[config.mk]
export PLATFORM = sky130hd
export DESIGN_NAME = isa_io_target
export DESIGN_NICKNAME = d
export VERILOG_FILES = /design/src/rtl/isa_target_pkg.sv /design/src/rtl/isa_strobe_sync.sv /design/src/rtl/isa_io_target.sv
export SDC_FILE = /design/constraint.sdc
export NUM_CORES = 1
export LEC_CHECK = 0
export CAP_MARGIN = 20
export CELL_PAD_IN_SITES_DETAIL_PLACEMENT = 1
export CELL_PAD_IN_SITES_GLOBAL_PLACEMENT = 1
export CORE_ASPECT_RATIO = 1.1
export CORE_MARGIN = 2
export CORE_UTILIZATION = 50
export DETAILED_ROUTE_END_ITERATION = 10
export MAX_ROUTING_LAYER = met4
export PLACE_DENSITY = 0.81
export REMOVE_ABC_BUFFERS = 1
export SETUP_SLACK_MARGIN = 0.05
export SLEW_MARGIN = 20
export SYNTH_ARGS = -nofsm -noshare
export SYNTH_HDL_FRONTEND = slang
export SYNTH_SLANG_ARGS = --single-unit
[constraint.sdc]
create_clock -name clk -period 7.02 [get_ports clk]
set_input_delay 1.053 -clock clk [delete_from_list [all_inputs] [get_ports clk]]
set_output_delay 1.053 -clock clk [all_outputs]
set_load 0.01 [all_outputs]
[src/rtl/isa_target_pkg.sv]
// -----------------------------------------------------------------------------
// isa_target_pkg
// Shared definitions for the ISA I/O responder:
//   - state_t       : responder state machine encoding
//   - WINDOW_SIZE   : number of byte registers in the decoded I/O window
//   - DEFAULT_BASE  : default window base (only bits [9:4] are decoded)
//   - reg_offset_t  : symbolic names for well-known register offsets
//   - window_hit()  : address/aen decode for the 16-byte window
// -----------------------------------------------------------------------------
package isa_target_pkg;

  localparam int         WINDOW_SIZE  = 16;
  localparam logic [9:0] DEFAULT_BASE = 10'h220;

  typedef enum logic [2:0] {
    ST_IDLE,
    ST_RD_DRIVE,
    ST_WR_HOLD,
    ST_WR_COMMIT,
    ST_RELEASE
  } state_t;

  // Offsets used by the emulated sound-card style peripherals on the riser.
  typedef enum logic [3:0] {
    REG_DSP_RESET  = 4'h6,
    REG_DSP_DATA   = 4'hA,
    REG_DSP_WRITE  = 4'hC,
    REG_DSP_STATUS = 4'hE
  } reg_offset_t;

  // A cycle belongs to us when it is not a DMA cycle and the upper six
  // address bits match the window base.
  function automatic logic window_hit(input logic [5:0] addr_hi,
                                      input logic       aen,
                                      input logic [5:0] base_hi);
    return !aen && (addr_hi == base_hi);
  endfunction

endpackage

[src/rtl/isa_strobe_sync.sv]
// -----------------------------------------------------------------------------
// isa_strobe_sync
// Two-flop synchronizer for an active-low asynchronous bus strobe, followed
// by an edge detector on the synchronized level.
//   clk      in  : system clock
//   reset    in  : asynchronous, active-high
//   strobe_n in  : raw strobe from the bus pin (active-low)
//   level    out : synchronized strobe level (0 = asserted)
//   fall     out : one-clock pulse, strobe became asserted
//   rise     out : one-clock pulse, strobe became deasserted
// -----------------------------------------------------------------------------
module isa_strobe_sync (
  input  logic clk,
  input  logic reset,
  input  logic strobe_n,
  output logic level,
  output logic fall,
  output logic rise
);

  logic meta;
  logic sync;
  logic prev;

  // Strobes idle high, so reset to the deasserted level to avoid a false
  // edge when reset is released.
  // NOTE: sequential state uses non-blocking assignments so every flop
  // samples the pre-edge value of its neighbour; blocking here would
  // collapse the synchronizer chain into a single stage.
  always_ff @(posedge clk or posedge reset) begin
    if (reset) begin
      meta <= 1'b1;
      sync <= 1'b1;
      prev <= 1'b1;
    end else begin
      meta <= strobe_n;
      sync <= meta;
      prev <= sync;
    end
  end

  assign level = sync;
  assign fall  = prev & ~sync;
  assign rise  = ~prev & sync;

endmodule

[src/rtl/isa_io_target.sv]
// -----------------------------------------------------------------------------
// isa_io_target
// Responder end of the riser's 8-bit ISA I/O protocol. Decodes a 16-byte
// window at BASE_ADDR, captures writes into a 16 x 8 register file (with a
// commit strobe to user logic) and returns register contents on reads.
//
// Parameters:
//   BASE_ADDR   : window base, bits [9:4] compared (default 10'h220)
//   WAIT_CYCLES : iochrdy low time in clocks, 1..15 (wait-state build only)
//
// Build option:
//   ISA_TARGET_IOCHRDY_EN : when defined, iochrdy is pulled low for
//                           WAIT_CYCLES clocks on entry to a read or write;
//                           otherwise iochrdy is tied high.
//
// Ports:
//   clk, reset            : system clock, asynchronous active-high reset
//   addr[9:0], aen        : ISA address and DMA address enable
//   iow, ior              : active-low write/read strobes (asynchronous)
//   data_in[7:0]          : SD as seen from the bus
//   data_out[7:0],data_oe : read data and its output enable
//   iochrdy               : channel ready (low = wait state)
//   wr_strobe, wr_index,
//   wr_data               : one-clock commit notification to user logic
//   user_index, user_data : combinational user-side register read port
//   proto_err             : sticky protocol-violation flag
// -----------------------------------------------------------------------------
module isa_io_target
  import isa_target_pkg::*;
#(
  parameter logic [9:0] BASE_ADDR   = DEFAULT_BASE,
  parameter int          WAIT_CYCLES = 4
) (
  input  logic       clk,
  input  logic       reset,
  input  logic [9:0] addr,
  input  logic       aen,
  input  logic       iow,
  input  logic       ior,
  input  logic [7:0] data_in,
  output logic [7:0] data_out,
  output logic       data_oe,
  output logic       iochrdy,
  output logic       wr_strobe,
  output logic [3:0] wr_index,
  output logic [7:0] wr_data,
  input  logic [3:0] user_index,
  output logic [7:0] user_data,
  output logic       proto_err
);

  // ---------------------------------------------------------------------------
  // Strobe synchronization
  // ---------------------------------------------------------------------------
  logic iow_level, iow_fall, iow_rise;
  logic ior_level, ior_fall, ior_rise;

  isa_strobe_sync u_iow_sync (
    .clk      (clk),
    .reset    (reset),
    .strobe_n (iow),
    .level    (iow_level),
    .fall     (iow_fall),
    .rise     (iow_rise)
  );

  isa_strobe_sync u_ior_sync (
    .clk      (clk),
    .reset    (reset),
    .strobe_n (ior),
    .level    (ior_level),
    .fall     (ior_fall),
    .rise     (ior_rise)
  );

  // Data is delayed by the same two stages as the strobe, so the sample
  // taken while the synchronized iow is low is the value that was on the
  // pins while the real strobe was low, not whatever follows its release.
  logic [7:0] data_d1, data_d2;

  always_ff @(posedge clk or posedge reset) begin
    if (reset) begin
      data_d1 <= '0;
      data_d2 <= '0;
    end else begin
      data_d1 <= data_in;
      data_d2 <= data_d1;
    end
  end

  // ---------------------------------------------------------------------------
  // Responder state machine
  // ---------------------------------------------------------------------------
  state_t state, next_state;

  logic hit;
  logic err_set;
  logic take_index;
  logic take_sample;
  logic commit;

  assign hit = window_hit(addr[9:4], aen, BASE_ADDR[9:4]);

  always_ff @(posedge clk or posedge reset) begin
    if (reset) state <= ST_IDLE;
    else       state <= next_state;
  end

  // NOTE: every signal driven here gets a default first, so no path through
  // the case statement leaves one unassigned and infers a latch.
  always_comb begin
    next_state  = state;
    err_set     = 1'b0;
    take_index  = 1'b0;
    take_sample = 1'b0;
    commit      = 1'b0;

    unique case (state)
      ST_IDLE: begin
        if (!iow_level && !ior_level) begin
          err_set    = 1'b1;
          next_state = ST_RELEASE;
        end else if (ior_fall && hit) begin
          take_index = 1'b1;
          next_state = ST_RD_DRIVE;
        end else if (iow_fall && hit) begin
          take_index  = 1'b1;
          take_sample = 1'b1;
          next_state  = ST_WR_HOLD;
        end
      end

      ST_RD_DRIVE: begin
        if (iow_fall) begin
          err_set    = 1'b1;
          next_state = ST_RELEASE;
        end else if (ior_rise) begin
          // The synced level was low since entry, so its rise is the first
          // clock it reads high again.
          next_state = ST_IDLE;
        end
      end

      ST_WR_HOLD: begin
        if (ior_fall) begin
          err_set    = 1'b1;
          next_state = ST_RELEASE;
        end else begin
          take_sample = !iow_level;
          if (iow_rise) next_state = ST_WR_COMMIT;
        end
      end

      ST_WR_COMMIT: begin
        commit     = 1'b1;
        next_state = ST_IDLE;
      end

      ST_RELEASE: begin
        if (iow_level && ior_level) next_state = ST_IDLE;
      end

      default: next_state = ST_IDLE;
    endcase
  end

  // ---------------------------------------------------------------------------
  // Datapath: index/sample capture, register file, commit notification
  // ---------------------------------------------------------------------------
  logic [3:0] idx;
  logic [7:0] wr_sample;
  logic [7:0] regs [WINDOW_SIZE];

  always_ff @(posedge clk or posedge reset) begin
    if (reset) begin
      idx       <= '0;
      wr_sample <= '0;
    end else begin
      if (take_index)  idx       <= addr[3:0];
      if (take_sample) wr_sample <= data_d2;
    end
  end

  // NOTE: the register file is reset because the card model must read back
  // all zeros after reset; this keeps it in flops rather than a RAM macro.
  always_ff @(posedge clk or posedge reset) begin
    if (reset) begin
      for (int i = 0; i < WINDOW_SIZE; i++) regs[i] <= '0;
    end else if (commit) begin
      regs[idx] <= wr_sample;
    end
  end

  always_ff @(posedge clk or posedge reset) begin
    if (reset) begin
      wr_strobe <= 1'b0;
      wr_index  <= '0;
      wr_data   <= '0;
    end else begin
      wr_strobe <= commit;
      if (commit) begin
        wr_index <= idx;
        wr_data  <= wr_sample;
      end
    end
  end

  always_ff @(posedge clk or posedge reset) begin
    if (reset)        proto_err <= 1'b0;
    else if (err_set) proto_err <= 1'b1;
  end

  // Decoded straight from the state so a reset drops the bus drive at once.
  assign data_oe   = (state == ST_RD_DRIVE);
  assign data_out  = data_oe ? regs[idx] : '0;
  assign user_data = regs[user_index];

  // ---------------------------------------------------------------------------
  // Wait-state generation
  // ---------------------------------------------------------------------------
`ifdef ISA_TARGET_IOCHRDY_EN
  logic [3:0] wait_cnt;
  logic       entering;
  logic       staying;

  assign entering = (state == ST_IDLE) &&
                    ((next_state == ST_RD_DRIVE) || (next_state == ST_WR_HOLD));
  assign staying  = (next_state == ST_RD_DRIVE) || (next_state == ST_WR_HOLD);

  always_ff @(posedge clk or posedge reset) begin
    if (reset) begin
      wait_cnt <= '0;
    end else if (entering) begin
      wait_cnt <= 4'(WAIT_CYCLES);
    end else if (!staying) begin
      // Never leave the channel stalled once the cycle is over.
      wait_cnt <= '0;
    end else if (wait_cnt != 4'd0) begin
      wait_cnt <= wait_cnt - 4'd1;
    end
  end

  assign iochrdy = (wait_cnt == 4'd0);
`else
  assign iochrdy = 1'b1;
`endif

endmodule

==> run_results.csv <==
group,metric,value,unit
detailed_routing,routed_wire_length_per_instance,25.81,um
sta,finalSetupViolCount,0,
grt,grt_pass1_wl,36.26,mm
layout,fin_util,58.89,%
grt,largest_net_degree_at_the_start_of_global_routing,93,
logic_synthesis,synth_seq_area_share,51.39,%
setup_path,setup_crit_start_kind,"register",
die,floorplan.rows,50,
sta,clock_skew,8.097,ps
cts,ctsHoldBuffers,0,
grt,groute.layer.met1.usage,34.53,%
layout,num-nets-final,666,
cts,cts_post_setup_buffers_inserted,0,
placed_design,place_hpwl,14.65,mm
setup_path,timing.critical_path.required,5970,ps
layout,drive_gt1_share,41.26,%
sta,timing.setup.tns,0,ps
layout,syn_to_final_growth,15.19,%
power_and_ir_drop,internal,1.630,mW
cts,clock_tree.htree_level_count,4,
sta,post-route-period-util,64.96,%
logic_synthesis,most_frequently_used_flop_master_after_synthesis,"dfrtp_1",
sta,max_freq,219.3,MHz
outcome,run_status,"completed",
grt,grt_max_usage_layer,"met2",
placed_design,place.gp.congestion,0.8438,
logic_synthesis,ys_ff_latch,179,
detailed_routing,detail_route.wirelength,22.87,mm
detailed_routing,dr_total_vias,5557,
power_and_ir_drop,power.share.sequential,49.2,%
power_and_ir_drop,power.share.clock,46.2,%
setup_path,worst_path_dominant_cell_family,"buffers and inverters",
setup_path,critical_path_peak_fanout,25,
placed_design,port_buffers,57,
cts,clk_pin_slew_worst_paths,70,ps
sta,timing_max_transition_violations_final,0,
logic_synthesis,edff_count_synth,0,
logic_synthesis,synth_async_sr_flop_share,100.0,%
die,die_width,130.0,um
sta,slew_headroom,42.48,%
cts,clkLatencyLatePin,440,ps
setup_path,path_class,"register to output pin",
power_and_ir_drop,vdd_ir_drop_max,0.2058,mV
layout,final_cell_mix,"dfrtp_1 (171), mux2_2 (135), mux4_2 (64), clkdlybuf4s50_1 (56), nand2_1 (48)",
setup_path,cp.buffers_inverters,2,
grt,gr-usage-met2,45.11,%
hold_path,hold_path_class,"register to register",
setup_path,timing.critical_path.cells,"buf_4 > mux4_2 > nand2b_1 > o211ai_1 > nand3_1 > clkdlybuf4s50_1",
die,fp.dieArea,0.01854,mm^2
die,core_area,0.01708,mm^2
die,number_of_primary_i_o_pins,59,
layout,layout.area.seq,0.004489,mm^2
setup_path,critical_path.slowest_cell,"dfrtp_2",
grt,gr-usage-all-layers,27.57,%
sta,holdWs,348.4,ps
power_and_ir_drop,pwr_density_cell,214.5,mW/mm^2
detailed_routing,drt_iter0_markers,298,
sta,post-route-min-period,4560,ps
power_and_ir_drop,total_net_switching_power,0.5274,mW
logic_synthesis,synthesis.area,0.008731,mm^2
cts,clock_path_buffers,2,
setup_path,critPathArrivalTime,3510,ps
logic_synthesis,syn_avg_cell_area,14.62,um^2
cts,cts-root-buf,"clkbuf_16",
grt,global_route.overflow_total,0,
sta,max_slew.worst_pin.slew,861.1,ps
layout,layout_commonest_cell,"dfrtp_1",
detailed_routing,drc,0,
setup_path,setup.worst_path.end_class,"output pin",
cts,cts-resized-gates,0,
run,max-cap-violations,0,
detailed_routing,detail_route_antenna_nets,0,
layout,multi_input_comb_area,0.004036,mm^2
grt,grtUsageMet3,5.489,%
detailed_routing,post_drt_via_cell_ratio,6.272,
layout,num-fill-cells,1593,
logic_synthesis,netlist_instances,597,
cts,cts_made_buffers,17,
sta,unrepaired_setup_endpoints_after_global_routing,"no",
detailed_routing,drt_pre_antenna_iters,4,
die,die_h,142.6,um
grt,grt_pass1_vias,6208,
power_and_ir_drop,switching_share,24.45,%
cts,cts_num_sinks,179,
logic_synthesis,synth_cell_types,45,
layout,antenna-diode-count,0,
power_and_ir_drop,power.share.combinational,4.6,%
setup_path,cp_slowest_stage_delay,900,ps
sta,hold_viol_final,0,
grt,number_of_antenna_violations_at_the_first_check_in_global_routing,0,
power_and_ir_drop,leakagePower,4.521,nW
die,start_util,51.12,%
logic_synthesis,yosysWarningCount,0,
cts,tritoncts_clock_tree,"done",
synthesized netlist by cell type, drive strengths merged, types with 2 or more instances:
library cell  instances  area [um^2]
nand2                48        180.2
dfrtp               173         4329
dfstp                 6        157.7
nand3                20        100.1
a211oi                2        15.01
nand4                 9        56.30
o211ai                8        60.06
inv                   3        11.26
clkbuf               23        86.33
a21oi                 3        18.77
nor4                  2        12.51
or2                   4        25.02
mux4                 64         1441
nor2b                 6        37.54
nand2b               16        100.1
buf                  17        106.4
mux2                140         1577
nor3                  6        63.81
a22oi                16        120.1
or3                   2        12.51
nor2                 14        90.09
nor3b                 2        20.02
sequential cells by signal, summed over array words and instances, names as in the netlist, 3 cells and up:
name,cells
regs,128
data_d1,8
data_d2,8
wr_data,8
wr_sample,8
idx,4
wr_index,4
state,3
metal layers:
layer / vias to the layer above / part of all wire [%]
met5: - / 0
met4: 0 / 2.5
met3: 35 / 5.5
met2: 169 / 52
met1: 3019 / 40
li1: 2334 / -
area by class of cell:
cell class | count | share of cell area, %
clock buffer | 19 | 4.404
sequential | 179 | 44.64
multi-input combinational | 374 | 40.13
tap | 234 | 2.911
clock inverter | 13 | 1.605
inverter | 4 | 0.1991
timing repair buffer | 63 | 6.109
stage by stage:
| step | area (um^2) | worst slack [ps] | std cells | total power, mW |
|---|---|---|---|---|
| 2_1_floorplan | 8538 | 1118 | 557 | 1.128 |
| 3_3_place_gp | 9449 | 2574 | 854 | 1.176 |
| 3_5_place_dp | 9449 | 2572 | 854 | 1.182 |
| 4_1_cts | 10050 | 2412 | 886 | 2.174 |
| 5_1_grt | 10060 | 2259 | 886 | 2.228 |
| 6_report | 10060 | 2460 | 886 | 2.157 |
cells by family (layout without fill, tap and decap cells):
logic type,count (synthesis),in the layout,share of synthesized area [%]
buffers and inverters,44,99,2.379
and+or+nand+nor,135,135,8.728
DFF,179,179,51.39
AOI/OAI and AO/OA,34,34,2.895
muxes,204,204,34.57
other,1,1,0.04295
path summary, 6_finish.rpt:
path	slack, ps	endpoint	cells after the start	startpoint
worst max register to register	4210	regs[65]$_DFFE_PP0P_	4	idx[2]$_DFFE_PP0P_
worst max-delay path	2460	data_out[1]	6	idx[0]$_DFFE_PP0P_
max in group asynchronous	4600	regs[76]$_DFFE_PP0P_	3	reset
worst min register to register	350	data_d2[0]$_DFF_PP0_	0	data_d1[0]$_DFF_PP0_
worst min-delay path	350	data_d2[0]$_DFF_PP0_	0	data_d1[0]$_DFF_PP0_
min in group asynchronous	1170	regs[113]$_DFFE_PP0P_	2	reset
power groups by stage:
stage | combinational [mW] | sequential [mW] | clock, mW
4_1_cts | 0.102 | 1.06 | 1.01
2_1_floorplan | 0.0492 | 1.08 | 0
6_report | 0.0996 | 1.06 | 0.996
5_1_grt | 0.109 | 1.06 | 1.06
3_3_place_gp | 0.0965 | 1.08 | 0
3_5_place_dp | 0.101 | 1.08 | 0
Power figures use the tool's default switching activity.
